`src/rtl/ctrl_resolve.sv`:
```
// Control-transfer resolve: mispredict redirect with squash window,
// plus a small FIFO feeding branch-predictor updates.
module ctrl_resolve #(
    parameter int SIZE_PC      = 32,
    parameter int SIZE_ROB_LOG = 7,
    parameter int SIZE_CTI_LOG = 4,
    parameter int UPD_DEPTH    = 4,
    parameter int DRAIN_CYCLES = 2
) (
    input  logic                    clk,
    input  logic                    reset,
    input  logic                    exeValid_i,
    input  logic [SIZE_PC-1:0]      pc_i,
    input  logic [SIZE_PC-1:0]      nextPC_i,
    input  logic                    direction_i,
    input  logic [7:0]              flags_i,
    input  logic [SIZE_ROB_LOG-1:0] robId_i,
    input  logic [SIZE_CTI_LOG-1:0] ctiId_i,
    output logic                    recoverFlag_o,
    output logic [SIZE_PC-1:0]      recoverPC_o,
    output logic [SIZE_ROB_LOG-1:0] recoverRobId_o,
    output logic [SIZE_CTI_LOG-1:0] recoverCtiId_o,
    output logic                    squash_o,
    output logic                    updValid_o,
    output logic [SIZE_PC-1:0]      updPC_o,
    output logic [SIZE_PC-1:0]      updTarget_o,
    output logic                    updDir_o,
    output logic                    updCond_o,
    input  logic                    updReady_i,
    output logic [$clog2(UPD_DEPTH):0] updCount_o,
    output logic                    overflow_o
);

    localparam int AW  = $clog2(UPD_DEPTH);
    localparam int CW  = AW + 1;
    localparam int DCW = $clog2(DRAIN_CYCLES + 1);

    typedef enum logic [1:0] {
        IDLE     = 2'd0,
        REDIRECT = 2'd1,
        DRAIN    = 2'd2
    } state_t;

    state_t           r_state;
    state_t           w_stateNext;
    logic [DCW-1:0]   r_drainCnt;
    logic [DCW-1:0]   w_drainCntNext;

    logic             w_accept;
    logic             w_mispredict;

    assign w_accept     = exeValid_i & flags_i[5] & (r_state == IDLE);
    assign w_mispredict = w_accept & flags_i[0];

    // State register
    always_ff @(posedge clk) begin
        if (reset) begin
            r_state    <= IDLE;
            r_drainCnt <= '0;
        end else begin
            r_state    <= w_stateNext;
            r_drainCnt <= w_drainCntNext;
        end
    end

    // Next-state logic
    always_comb begin
        w_stateNext    = r_state;
        w_drainCntNext = r_drainCnt;
        unique case (r_state)
            IDLE: begin
                if (w_mispredict) w_stateNext = REDIRECT;
            end
            REDIRECT: begin
                w_stateNext    = DRAIN;
                w_drainCntNext = DCW'(DRAIN_CYCLES - 1);
            end
            DRAIN: begin
                if (r_drainCnt == '0) w_stateNext = IDLE;
                else w_drainCntNext = r_drainCnt - 1'b1;
            end
            default: w_stateNext = IDLE;
        endcase
    end

    // FSM outputs
    always_comb begin
        recoverFlag_o = (r_state == REDIRECT);
        squash_o      = (r_state != IDLE);
    end

    logic [SIZE_PC-1:0]      r_recPC;
    logic [SIZE_ROB_LOG-1:0] r_recRob;
    logic [SIZE_CTI_LOG-1:0] r_recCti;

    always_ff @(posedge clk) begin
        if (reset) begin
            r_recPC  <= '0;
            r_recRob <= '0;
            r_recCti <= '0;
        end else if (w_mispredict) begin
            r_recPC  <= nextPC_i;
            r_recRob <= robId_i;
            r_recCti <= ctiId_i;
        end
    end

    assign recoverPC_o    = r_recPC;
    assign recoverRobId_o = r_recRob;
    assign recoverCtiId_o = r_recCti;

    logic [SIZE_PC-1:0] r_memPC   [UPD_DEPTH];
    logic [SIZE_PC-1:0] r_memTgt  [UPD_DEPTH];
    logic               r_memDir  [UPD_DEPTH];
    logic               r_memCond [UPD_DEPTH];
    logic [AW-1:0]      r_wptr;
    logic [AW-1:0]      r_rptr;
    logic [CW-1:0]      r_count;
    logic               r_overflow;

    logic w_valid;
    logic w_full;
    logic w_pop;
    logic w_pushOk;

    assign w_valid  = (r_count != '0);
    assign w_full   = (r_count == CW'(UPD_DEPTH));
    assign w_pop    = w_valid & updReady_i;
    // A full FIFO still takes a push when the head leaves the same cycle
    assign w_pushOk = w_accept & (~w_full | w_pop);

    always_ff @(posedge clk) begin
        if (w_pushOk) begin
            r_memPC[r_wptr]   <= pc_i;
            r_memTgt[r_wptr]  <= nextPC_i;
            r_memDir[r_wptr]  <= flags_i[2] ? direction_i : 1'b1;
            r_memCond[r_wptr] <= flags_i[2];
        end
    end

    always_ff @(posedge clk) begin
        if (reset) begin
            r_wptr     <= '0;
            r_rptr     <= '0;
            r_count    <= '0;
            r_overflow <= 1'b0;
        end else begin
            if (w_pushOk) r_wptr <= r_wptr + AW'(1);
            if (w_pop) r_rptr <= r_rptr + AW'(1);
            unique case ({w_pushOk, w_pop})
                2'b10:   r_count <= r_count + CW'(1);
                2'b01:   r_count <= r_count - CW'(1);
                default: r_count <= r_count;
            endcase
            if (w_accept & w_full & ~w_pop) r_overflow <= 1'b1;
        end
    end

    assign updValid_o  = w_valid;
    assign updPC_o     = w_valid ? r_memPC[r_rptr]   : '0;
    assign updTarget_o = w_valid ? r_memTgt[r_rptr]  : '0;
    assign updDir_o    = w_valid & r_memDir[r_rptr];
    assign updCond_o   = w_valid & r_memCond[r_rptr];
    assign updCount_o  = r_count;
    assign overflow_o  = r_overflow;

endmodule

```
`config.mk`:
```
export PLATFORM = sky130hd
export DESIGN_NAME = ctrl_resolve
export DESIGN_NICKNAME = d
export VERILOG_FILES = /design/src/rtl/ctrl_resolve.sv
export SDC_FILE = /design/constraint.sdc
export NUM_CORES = 1
export LEC_CHECK = 0
export ABC_AREA = 1
export CORE_AREA = 2 2 184 186
export DETAILED_ROUTE_END_ITERATION = 10
export DIE_AREA = 0 0 186 188
export DONT_BUFFER_PORTS = 1
export PLACE_DENSITY = 0.63
export RECOVER_POWER = 50
export SLEW_MARGIN = 25
export SYNTH_ARGS = -nofsm -noshare
export SYNTH_HDL_FRONTEND = slang
export SYNTH_SLANG_ARGS = --single-unit
```
`constraint.sdc`:
```
create_clock -name clk -period 4.81 [get_ports clk]
set_input_delay 0.7215 -clock clk [delete_from_list [all_inputs] [get_ports clk]]
set_output_delay 0.7215 -clock clk [all_outputs]
set_load 0.02 [all_outputs]
```
==> metrics list <==
- Relative contribution of combinational cells to total power: 0.173
- In the final timing run, aggregate negative setup slack is 0 ps.
- Status: finished with violations
- Net switching power of the design: 2.13 mW
- Mux share of post-synthesis cell area: 0
- Most numerous cell on the critical path: sky130_fd_sc_hd__nand2_1
- The synthesized design contains 321 register bits.
- Worst-margin pin slew: 3080 ps
- Clock network fraction of total power: 0.365
- Before CTS, the worst setup slack after placement is 1580 ps.
- Highest clock frequency the design can meet: 266 MHz
* Synth Area per Inst: 12.2 um^2
- Setup repair after global routing left no endpoint under its margin.
- Of the total synthesized cell area, the portion taken by full adders, half adders and majority gates is 0.00634.
- Clock tree from TritonCTS: done
- STA classifies the critical path startpoint as a register.
- Type of the worst setup path: reg2reg
* Fin area: 14200 um^2
- Setup violations remaining at the end of the flow were counted as 0.
- Global-route wire length before repair: 43.6 mm
* DRC marker count from the first detailed-route iteration: 511
- Ratio of cells with drive above 1 in the final layout: 0.135
* Num rows: 67
* Total clock buffers created by CTS: 34
- Gate count of the mapped netlist: 1067
* N_diodes: 0
* Relative slew slack: -1.06
* Final period utilization: 0.782
- In the routed layout, each cell is associated on average with a via count of 5.11.
- The compound-cell area share of the yosys netlist is 0.108.
* Worst-case clock skew: 11.3 ps
- The initial utilization of the core area, before any placement, comes to 0.394.
- Input and output buffers added on the ports amount to 0.
- In the global route stage, overall resource usage came out at 0.163.
- Die Span X: 186 um
* DRT Wirelength: 29.1 mm
- 204 I/O pins were placed.
* FF-to-FF path depth: 9
- Clock slew seen by the registers of the worst setup and hold paths: 60 ps
- Worst Path Buf+Inv: 2
- The H-tree generated during clock tree synthesis spans 2 levels.
- After layout, the minimum clock period comes to 3760 ps.
* Hold Path End: recoverRobId_o[4]
- The die covers 35000 um^2.
- Compared with the post-synthesis result, the final layout area differs by 8.99%.
- Simple-gate share of the synthesized area: 0.139
* Largest family of logic cells by synthesized area: simple AND/OR/NAND/NOR gates
- Routability-driven placement finished with a final weighted congestion of 0.734.
* Post-synthesis sequential area ratio: 0.696
- Xor and xnor area share after synthesis: 0
- Hold violation count in the final report: 0
- After clock tree synthesis, the flow added hold-fix buffers numbering 0.
- The via count of the first global-routing pass came to 7615.
- Synthesized cell area: 13000 um^2
- Post-place instance area: 13200 um^2
- Proportion of power drawn by flip-flops and latches: 0.461
* Synth Warn #: 0
- Summed over all layers, the global routing overflow is 0.
- Hold_ws: 276 ps
- The startpoint identified for the worst register-to-register timing path is r_state[1].
- The checks that failed: max-capacitance violations, max-slew violations.
* Count of final max-slew check failures: 92
* Overall via count from detail_route: 7774
- Along the worst path, the maximum fanout reaches 46.
* Router iterations before antenna repair: 7
- Worst endpoint data arrival time: 4160 ps
- Entering global routing, the biggest net connects 77 pins.
- In this run the register-to-register setup slack is 1050 ps.
- Counting the fill cells in the layout gives 3039.
- Of the total power, the share spent switching nets is 0.303.
- The tree built by TritonCTS fans out to 321 sinks.
- Internal power comes to 4.88 mW.
- Max Cap Viol: 2
* Count of cell types in the netlist: 31
- Element type at the critical path end: register
* Clk buf depth: 3
* Min-Delay Startpoint: reset
* Final WS setup: 1050 ps
- The later pin in the worst-skew pair is clocked with a latency of 500 ps.
- Dividing the detail-routed wire length by the instance count gives 19.1 um.
* Clock Root Buffer: sky130_fd_sc_hd__clkbuf_16
- LEAKAGE: 4.58 nW
- Antenna violations before repair: 0
* Worst EP required: 5200 ps
- For this run, the post-layout net count is 1142.
- Across the VDD grid, the largest voltage drop is 0.229 mV.
- CP cell instances: inv_1 -> nand2_4 -> nor2_1 -> clkbuf_1 -> nand3_1 -> nand2_1 -> nand2_1 -> nand2_1 -> nor2_1
- Setup Fix Bufs, Post-CTS: 0
- The number of gates resized after CTS was 0.
- Cells on Worst Hold Path: 1
- Count of cell instances traversed by the critical path: 9
* Path category of the worst min-delay check: in2reg
* Floorplan die height: 188 um
- Longest individual stage delay on the worst path: 2210 ps
- For this run, design rule violations remaining after detail routing come to 0.
- Count of antenna-violating nets left after detailed routing: 0
* Area of the core region: 33100 um^2
- Ratio of total power to cell area: 494 nW/um^2
- Kind of cell adding the most delay to the critical path: buffers and inverters
- Critical-path top delay cell: sky130_fd_sc_hd__clkbuf_1
- The wire-length estimate of the detail-placed layout is 16.2 mm.
- The number of nets handed over by synthesis was 1161.
- The endpoint identified for the worst register-to-register timing path is updCount_o[1].
-- sequential cells by signal (all words and copies together) (netlist names), named ones only --
| name | flops |
|---|---|
| overflow_o | 1 |
| r_drainCnt | 2 |
| r_memCond | 4 |
| r_memDir | 4 |
| r_memPC | 128 |
| r_memTgt | 128 |
| r_rptr | 2 |
| r_state | 2 |
| r_wptr | 2 |
| recoverCtiId_o | 4 |
| recoverPC_o | 32 |
| recoverRobId_o | 7 |
| updCount_o | 3 |
-- power by group through the flow --
stage	Sequential [mW]	Clock, mW	Combinational, mW
6_report	3.24	2.56	1.22
5_1_grt	3.25	2.73	1.34
4_1_cts	3.24	2.62	1.25
3_5_place_dp	3.30	0	1.25
3_3_place_gp	3.29	0	1.23
2_1_floorplan	3.22	0	1.11
-- cells by family (layout without fill, tap and decap cells) --
group                      Yosys count  after routing
DFF                                321            321
buffers and inverters               91             96
and+or+nand+nor                    396            396
AOI/OAI and AO/OA                  253            253
adders and majority gates            6              6
-- layout by cell type, fill, tap and decap left out --
cell and count:
sky130_fd_sc_hd__nand2_2 1, sky130_fd_sc_hd__clkinv_2 5, sky130_fd_sc_hd__clkbuf_16 36, sky130_fd_sc_hd__clkinvlp_4 1
sky130_fd_sc_hd__fa_1 1, sky130_fd_sc_hd__bufinv_16 3, sky130_fd_sc_hd__clkinv_1 4, sky130_fd_sc_hd__dfxtp_1 55
sky130_fd_sc_hd__o21ai_0 70, sky130_fd_sc_hd__nand2_1 59, sky130_fd_sc_hd__ha_1 5, sky130_fd_sc_hd__inv_2 2
sky130_fd_sc_hd__a21oi_1 80, sky130_fd_sc_hd__dfxtp_4 2, sky130_fd_sc_hd__buf_4 11, sky130_fd_sc_hd__nand2_4 1
sky130_fd_sc_hd__buf_12 2, sky130_fd_sc_hd__a21oi_2 35, sky130_fd_sc_hd__or2_2 1, sky130_fd_sc_hd__o21ai_1 67
sky130_fd_sc_hd__nand4_1 1, sky130_fd_sc_hd__nor2_4 3, sky130_fd_sc_hd__clkinv_4 1, sky130_fd_sc_hd__clkbuf_1 10
sky130_fd_sc_hd__inv_4 2, sky130_fd_sc_hd__nand3_2 37, sky130_fd_sc_hd__inv_6 1, sky130_fd_sc_hd__nand4_2 1
sky130_fd_sc_hd__nand3_1 10, sky130_fd_sc_hd__edfxtp_1 264, sky130_fd_sc_hd__a31oi_1 1, sky130_fd_sc_hd__nor2_1 280
sky130_fd_sc_hd__inv_1 18, sky130_fd_sc_hd__and3_1 1, sky130_fd_sc_hd__or2_0 1
-- worst reg2reg max path, cell delays in order (launching register included) --
cell                       delay, ps
sky130_fd_sc_hd__dfxtp_1         340
sky130_fd_sc_hd__inv_1           120
sky130_fd_sc_hd__nand2_4          90
sky130_fd_sc_hd__nor2_1          210
sky130_fd_sc_hd__clkbuf_1       2210
sky130_fd_sc_hd__nand3_1         300
sky130_fd_sc_hd__nand2_1         240
sky130_fd_sc_hd__nand2_1          60
sky130_fd_sc_hd__nand2_1          60
sky130_fd_sc_hd__nor2_1           40
-- cells in the mapped netlist --
library cell / number / area share
sky130_fd_sc_hd__a21oi_1: 76 / 0.029
sky130_fd_sc_hd__a21oi_2: 39 / 0.026
sky130_fd_sc_hd__a31oi_1: 1 / 0.00048
sky130_fd_sc_hd__and3_1: 1 / 0.00048
sky130_fd_sc_hd__buf_12: 5 / 0.0077
sky130_fd_sc_hd__buf_2: 17 / 0.0065
sky130_fd_sc_hd__buf_4: 9 / 0.0052
sky130_fd_sc_hd__buf_6: 9 / 0.0078
sky130_fd_sc_hd__clkbuf_1: 11 / 0.0032
sky130_fd_sc_hd__clkbuf_2: 8 / 0.0031
sky130_fd_sc_hd__clkbuf_8: 10 / 0.011
sky130_fd_sc_hd__dfxtp_1: 57 / 0.088
sky130_fd_sc_hd__edfxtp_1: 264 / 0.61
sky130_fd_sc_hd__fa_1: 1 / 0.0015
sky130_fd_sc_hd__ha_1: 5 / 0.0048
sky130_fd_sc_hd__inv_1: 18 / 0.0052
sky130_fd_sc_hd__inv_2: 3 / 0.00086
sky130_fd_sc_hd__inv_4: 1 / 0.00048
sky130_fd_sc_hd__nand2_1: 55 / 0.016
sky130_fd_sc_hd__nand2_2: 2 / 0.00096
sky130_fd_sc_hd__nand2_4: 4 / 0.0035
sky130_fd_sc_hd__nand3_1: 8 / 0.0031
sky130_fd_sc_hd__nand3_2: 39 / 0.030
sky130_fd_sc_hd__nand4_1: 1 / 0.00048
sky130_fd_sc_hd__nand4_2: 1 / 0.00096
sky130_fd_sc_hd__nor2_1: 281 / 0.081
sky130_fd_sc_hd__nor2_4: 2 / 0.0017
sky130_fd_sc_hd__o21ai_0: 70 / 0.027
sky130_fd_sc_hd__o21ai_1: 67 / 0.026
sky130_fd_sc_hd__or2_0: 1 / 0.00048
sky130_fd_sc_hd__or2_2: 1 / 0.00048
-- area by class of cell --
| cell class | instances | area [um^2] | share of cell area |
|---|---|---|---|
| Tap cell | 448 | 561 | 0.0395 |
| Inverter | 22 | 87.6 | 0.00617 |
| Clock inverter | 15 | 155 | 0.0109 |
| Clock buffer | 45 | 935 | 0.0658 |
| Timing Repair Buffer | 14 | 126 | 0.00890 |
| Multi-Input combinational cell | 655 | 3260 | 0.230 |
| Sequential cell | 321 | 9080 | 0.639 |
-- metrics by stage --
stage	utilization	power, mW	cells
after floorplan	-	4.33	1067
after global placement	0.398	4.53	1460
after detailed placement	0.398	4.55	1460
after CTS	0.431	7.11	1520
after global routing	0.429	7.33	1520
final	0.429	7.01	1520
-- worst max-delay path by stage --
stage                    start            end
finish              r_state[1]  updCount_o[1]
global route        r_state[1]  updCount_o[1]
CTS                   register    updPC_o[31]
detailed placement    register    updPC_o[31]
global placement      register    updPC_o[31]
floorplan           exeValid_i   r_memCond[0]
-- routing by layer --
layer  vias to the layer above  track usage  share of wire
li1                       3689            -              -
met1                      3793        0.196           0.40
met2                       246        0.275           0.48
met3                        46       0.0559          0.091
met4                         0       0.0475          0.024
met5                         -            0              0
No activity file was read; power rests on OpenSTA's default activity.
